$ cat src/rtl/pe_param_fifo.sv
// Parametrised synchronous FIFO for PE operand/activation queues.
// Arbitrary depth, programmable thresholds, occupancy count, optional FWFT.
module pe_param_fifo #(
    parameter int nb_data = 16,
    parameter int L_data  = 12,
    parameter int FWFT    = 0,
    parameter int AF_TH   = nb_data - 2,
    parameter int AE_TH   = 2,
    parameter int L_addr  = $clog2(nb_data),
    parameter int L_cnt   = $clog2(nb_data + 1)
) (
    input  logic              clk,
    input  logic              rst_n,
    input  logic [L_data-1:0] DataIn,
    input  logic              write,
    input  logic              read,
    input  logic              flush,
    input  logic              err_clr,
    output logic [L_data-1:0] DataOut,
    output logic              rd_valid,
    output logic              stk_full,
    output logic              stk_almost_full,
    output logic              stk_half_full,
    output logic              stk_almost_empty,
    output logic              stk_empty,
    output logic [L_cnt-1:0]  data_count,
    output logic              overflow,
    output logic              underflow
);

    localparam logic [L_cnt-1:0]  C_FULL = L_cnt'(nb_data);
    localparam logic [L_cnt-1:0]  C_HALF = L_cnt'(nb_data / 2);
    localparam logic [L_cnt-1:0]  C_AF   = L_cnt'(AF_TH);
    localparam logic [L_cnt-1:0]  C_AE   = L_cnt'(AE_TH);
    localparam logic [L_addr-1:0] C_LAST = L_addr'(nb_data - 1);

    logic [L_data-1:0] r_mem [nb_data];
    logic [L_addr-1:0] r_wr_ptr;
    logic [L_addr-1:0] r_rd_ptr;
    logic [L_cnt-1:0]  r_count;
    logic              r_ovf;
    logic              r_unf;

    logic w_full;
    logic w_empty;
    logic w_wr_acc;
    logic w_rd_acc;
    logic w_ovf_set;
    logic w_unf_set;

    assign w_full  = (r_count == C_FULL);
    assign w_empty = (r_count == '0);

    // A write into a full FIFO is still taken when a read frees a slot
    assign w_rd_acc  = read & ~flush & ~w_empty;
    assign w_wr_acc  = write & ~flush & (~w_full | w_rd_acc);
    assign w_ovf_set = write & ~flush & w_full & ~w_rd_acc;
    assign w_unf_set = read & ~flush & w_empty;

    assign stk_full         = w_full;
    assign stk_empty        = w_empty;
    assign stk_half_full    = (r_count >= C_HALF);
    assign stk_almost_full  = (r_count >= C_AF);
    assign stk_almost_empty = (r_count <= C_AE);
    assign data_count       = r_count;
    assign overflow         = r_ovf;
    assign underflow        = r_unf;

    always_ff @(posedge clk) begin
        if (w_wr_acc) r_mem[r_wr_ptr] <= DataIn;
    end

    always_ff @(posedge clk or negedge rst_n) begin
        if (!rst_n) begin
            r_wr_ptr <= '0;
            r_rd_ptr <= '0;
            r_count  <= '0;
        end else if (flush) begin
            r_wr_ptr <= '0;
            r_rd_ptr <= '0;
            r_count  <= '0;
        end else begin
            if (w_wr_acc)
                r_wr_ptr <= (r_wr_ptr == C_LAST) ? '0 : r_wr_ptr + L_addr'(1);
            if (w_rd_acc)
                r_rd_ptr <= (r_rd_ptr == C_LAST) ? '0 : r_rd_ptr + L_addr'(1);
            case ({w_wr_acc, w_rd_acc})
                2'b10:   r_count <= r_count + L_cnt'(1);
                2'b01:   r_count <= r_count - L_cnt'(1);
                default: r_count <= r_count;
            endcase
        end
    end

    // New error events take priority over a simultaneous clear
    always_ff @(posedge clk or negedge rst_n) begin
        if (!rst_n) begin
            r_ovf <= 1'b0;
            r_unf <= 1'b0;
        end else begin
            r_ovf <= w_ovf_set | (r_ovf & ~err_clr);
            r_unf <= w_unf_set | (r_unf & ~err_clr);
        end
    end

    generate
        if (FWFT != 0) begin : g_fwft
            assign DataOut  = r_mem[r_rd_ptr];
            assign rd_valid = ~w_empty;
        end else begin : g_std
            logic [L_data-1:0] r_dout;
            logic              r_vld;
            always_ff @(posedge clk or negedge rst_n) begin
                if (!rst_n) begin
                    r_dout <= '0;
                    r_vld  <= 1'b0;
                end else begin
                    if (w_rd_acc) r_dout <= r_mem[r_rd_ptr];
                    r_vld <= w_rd_acc;
                end
            end
            assign DataOut  = r_dout;
            assign rd_valid = r_vld;
        end
    endgenerate

endmodule

$ cat config.mk
export PLATFORM = sky130hd
export DESIGN_NAME = pe_param_fifo
export DESIGN_NICKNAME = d
export VERILOG_FILES = /design/src/rtl/pe_param_fifo.sv
export SDC_FILE = /design/constraint.sdc
export NUM_CORES = 1
export LEC_CHECK = 0
export BUFFER_PORTS_ARGS = -buffer_cell sky130_fd_sc_hd__buf_4
export CAP_MARGIN = 20
export CORE_MARGIN = 2
export CORE_UTILIZATION = 25
export CTS_CLUSTER_DIAMETER = 150
export DETAILED_ROUTE_END_ITERATION = 7
export GPL_TIMING_DRIVEN = 1
export SYNTH_ARGS = -nofsm -noshare
export SYNTH_HDL_FRONTEND = slang
export SYNTH_SLANG_ARGS = --single-unit
$ cat constraint.sdc
create_clock -name clk -period 4.25 [get_ports clk]
set_clock_uncertainty 0.05 [all_clocks]
set_input_delay 0.85 -clock clk [delete_from_list [all_inputs] [get_ports clk]]
set_output_delay 0.85 -clock clk [all_outputs]
set_load 0.005 [all_outputs]
==> impl_results.md <==
* Status: complete, no violations
* Setup Buffers After CTS at 0
* Slew Limit Fails at 0
* Maximum buffer depth of the clock tree at 3
* Initial antenna violation count at 0
* Min-Delay Path Class: in -> async
* Share of layout cells above drive strength 1 at 25.88%
* Critical path class: reg -> out
* Critical path startpoint category: flip-flop
* Yosys Warn Count at 0
* CTS tree: done
* Area Growth Syn to Fin at 17.82%
* Clk root buf: clkbuf_16
* Gpl congestion at about 0.77
* WL/cell at 19.50 um
* IR drop worst, VDD at 0.0002439 V
* DIE WIDTH at slightly below 200 um
* Cell Rows at between 60 and 70
* Clock sink total at 220
* DP HPWL at roughly 13000 um
* IO buf count at 42
* Max FO, Critical Path at 11
* Sequential share of the synthesized area at approximately 72%
* P_int at approximately 4.3 mW
* Nets at roughly 580
* Setup crit start: data_count[1]
* R2r startpoint: data_count[1]
* Vias in the first global route at roughly 4600
* Worst setup margin at 1.439 ns
* Comb power frac at 18.3%
* Post-CTS resize count at 0
* Global-route wire length before repair at roughly 30000 um
* Ys flop type: edfxtp_1
* Synthesized area at around 9000 um^2
* Switching portion of total power at roughly a quarter
* #FFs+latches synth at between 200 and 250
* Async SR Flop Fraction at between 10% and 20%
* Die height at approximately 190 um
* GRT Residual Overflow at 0
* Drt via density at 4.520
* Pre-Repair DR Iteration Count at 7
* Relative slew slack at around a quarter
* Post-Route Setup TNS at 0 ns
* Clock share of power at around 36%
* Critical Path Sink: stk_full
* Worst Tran Pin Value at 1.111 ns
* CP Capture Type: output port
* Synth area leaders: edfxtp_1, mux4_2, dfrtp_1
* Post-synthesis instance total at around 500
* F_max at 355.7 MHz
* DRT antenna net count at 0
* Fin crit period at between 2 and 3 ns
* Synth cell types at 52
* Leak at ~3.4 nW
* Syn nets at 529
* First DRT Iteration DRCs at approximately 400
* Avg Cell Area, Syn at between 15 and 20 um^2
* ANT cells at 0
* Seq pwr share at 45.4%
* Die area at about 37000 um^2
* Final WL at 20070 um
* Number of hold buffers added after CTS at 0
* Drc violations at 0
* Number of setup violations in the final report at 0
* Io pins at between 40 and 50
* H-tree Lvls at 1
* Final Hold Vio Count at 0
* Synth area leader: edfxtp_1
* Fillers at 3442
* Core Box Area at about 35000 um^2
* R2r setup slk at approximately 1.5 ns
* CTS buffer count at 24
* Number of synthesized flops with an enable pin at approximately 190
* Crit share post-route at between 60% and 70%
* CP Data Arrival Time at 1.91 ns
* RSZ-0062 raised after global routing: false
* Vias at 4651
* Clock-pin slew on the worst setup and hold paths at 0.06 ns
* Total track usage at roughly a tenth
* PD cells at ~550 nW/um^2
* Reg2reg end: r_mem[2][10]
* Reg2Reg Depth at 4
* P_sw at 1.515 mW
* Largest net degree at the start of global routing at 34
* Critical path required time at roughly 3.4 ns
* Initial Util at 25.29%
* Setup WS pre-CTS at 1.090 ns
* Max-cap violations at 0
* Skew-Pair Late Insertion Delay at about 0.50 ns
* Top cell type's share of synthesized area at between 60% and 70%
## per-layer routing
metal / share of wire, % / vias up / GRT usage, % / routed length (um)
li1: - / 2098 / - / -
met1: 46 / 2383 / 15.09 / 9148
met2: 47 / 147 / 16.81 / 9399
met3: 6.3 / 23 / 2.249 / 1269
met4: 1.2 / 0 / 2.007 / 249
met5: 0 / - / 0 / 0
## worst min path at each step
stage / from / cells after the start / end
floorplan: DataOut[1] / 1 / DataOut[1]
global placement: underflow / 2 / underflow
detailed placement: DataOut[1] / 1 / DataOut[1]
CTS: rst_n / 1 / data_count[3]
global route: rst_n / 1 / r_rd_ptr[2]
finish: rst_n / 1 / underflow
## cell usage after synthesis, types with 3 or more instances
cell type and n:
a211oi_1 3, a21oi_1 21, a31oi_1 13, and2_1 4
and3_1 5, and3b_1 4, and4_1 3, buf_2 13
buf_4 5, clkbuf_1 9, dfrtp_1 28, edfxtp_1 192
ha_1 7, inv_1 6, mux2_2 3, mux2i_1 37
mux4_2 37, nand2_1 12, nand2b_1 4, nand3_1 7
nor2_1 18, nor2b_1 7, nor3_1 3, o21ai_0 8
o22ai_1 12, or2_2 13
## critical path, stage by stage, from the launching register on
cell and delay (ns):
dfrtp_1 0.51, or4_4 0.66, nor2_1 0.12, buf_4 0.12
## cell type report
class,count,area [um^2],share of cell area [%]
sequential,220,6469,61.19
multi-input combinational,249,2325,21.99
clock buffer,32,671.9,6.356
tap,461,576.8,5.456
timing repair buffer,49,367.9,3.480
clock inverter,12,138.9,1.314
inverter,6,22.52,0.2130
## cell usage in the layout (no fill, tap or decap), types with 2 or more instances in the layout
| cell | count |
|---|---|
| and4_1 | 3 |
| and3_1 | 5 |
| clkbuf_1 | 5 |
| bufinv_16 | 3 |
| a21oi_1 | 21 |
| a21boi_0 | 2 |
| nand2b_1 | 4 |
| o22ai_1 | 12 |
| edfxtp_1 | 192 |
| or3_1 | 2 |
| clkbuf_8 | 2 |
| nor2b_1 | 7 |
| dfrtp_1 | 26 |
| ha_1 | 7 |
| nand2_1 | 12 |
| mux2_2 | 3 |
| buf_4 | 49 |
| a31oi_1 | 13 |
| and3b_1 | 4 |
| xnor2_1 | 2 |
| nor2_1 | 18 |
| clkinv_2 | 5 |
| dfrtp_2 | 2 |
| nor3_1 | 3 |
| and2_1 | 4 |
| mux2i_1 | 37 |
| clkinv_1 | 2 |
| clkbuf_16 | 25 |
| nand3_1 | 7 |
| inv_1 | 6 |
| o21ai_0 | 8 |
| a211oi_1 | 3 |
| or2_2 | 13 |
| mux4_2 | 37 |
## power by group through the flow
stage	Sequential (mW)	Clock, mW	Combinational, mW
2_1_floorplan	2.56	0	0.766
5_1_grt	2.66	2.24	1.16
4_1_cts	2.64	2.16	1.08
3_5_place_dp	2.68	0	1.07
6_report	2.64	2.12	1.06
3_3_place_gp	2.68	0	1.07
## cell families after synthesis
kind of cell | share of synthesized area [%]
compound gates | 5.076
mux | 13.92
simple gates | 5.648
flops | 72.07
fa+ha+maj | 0.9761
xor+xnor | 0.2929
buf+inv | 2.022
## flip-flops by register name, summed over array words and instances (netlist names)
register	flops
r_mem	192
DataOut	12
data_count	5
r_rd_ptr	4
r_wr_ptr	4
overflow	1
rd_valid	1
underflow	1
## stage by stage
stage                     power [mW]  instance area (um^2)  instances  util (%)  hold slack, ns
after global placement         3.752                  9761        985     27.51          0.4575
after CTS                      5.878                 10570       1029     29.79          0.2342
after global routing           6.063                 10570       1029     29.79          0.2581
after floorplan                3.329                  8972        504         -          0.4555
final                          5.818                 10570       1029     29.79          0.2307
after detailed placement       3.755                  9761        985     27.51          0.4633
(Power assumes the default switching activity.)
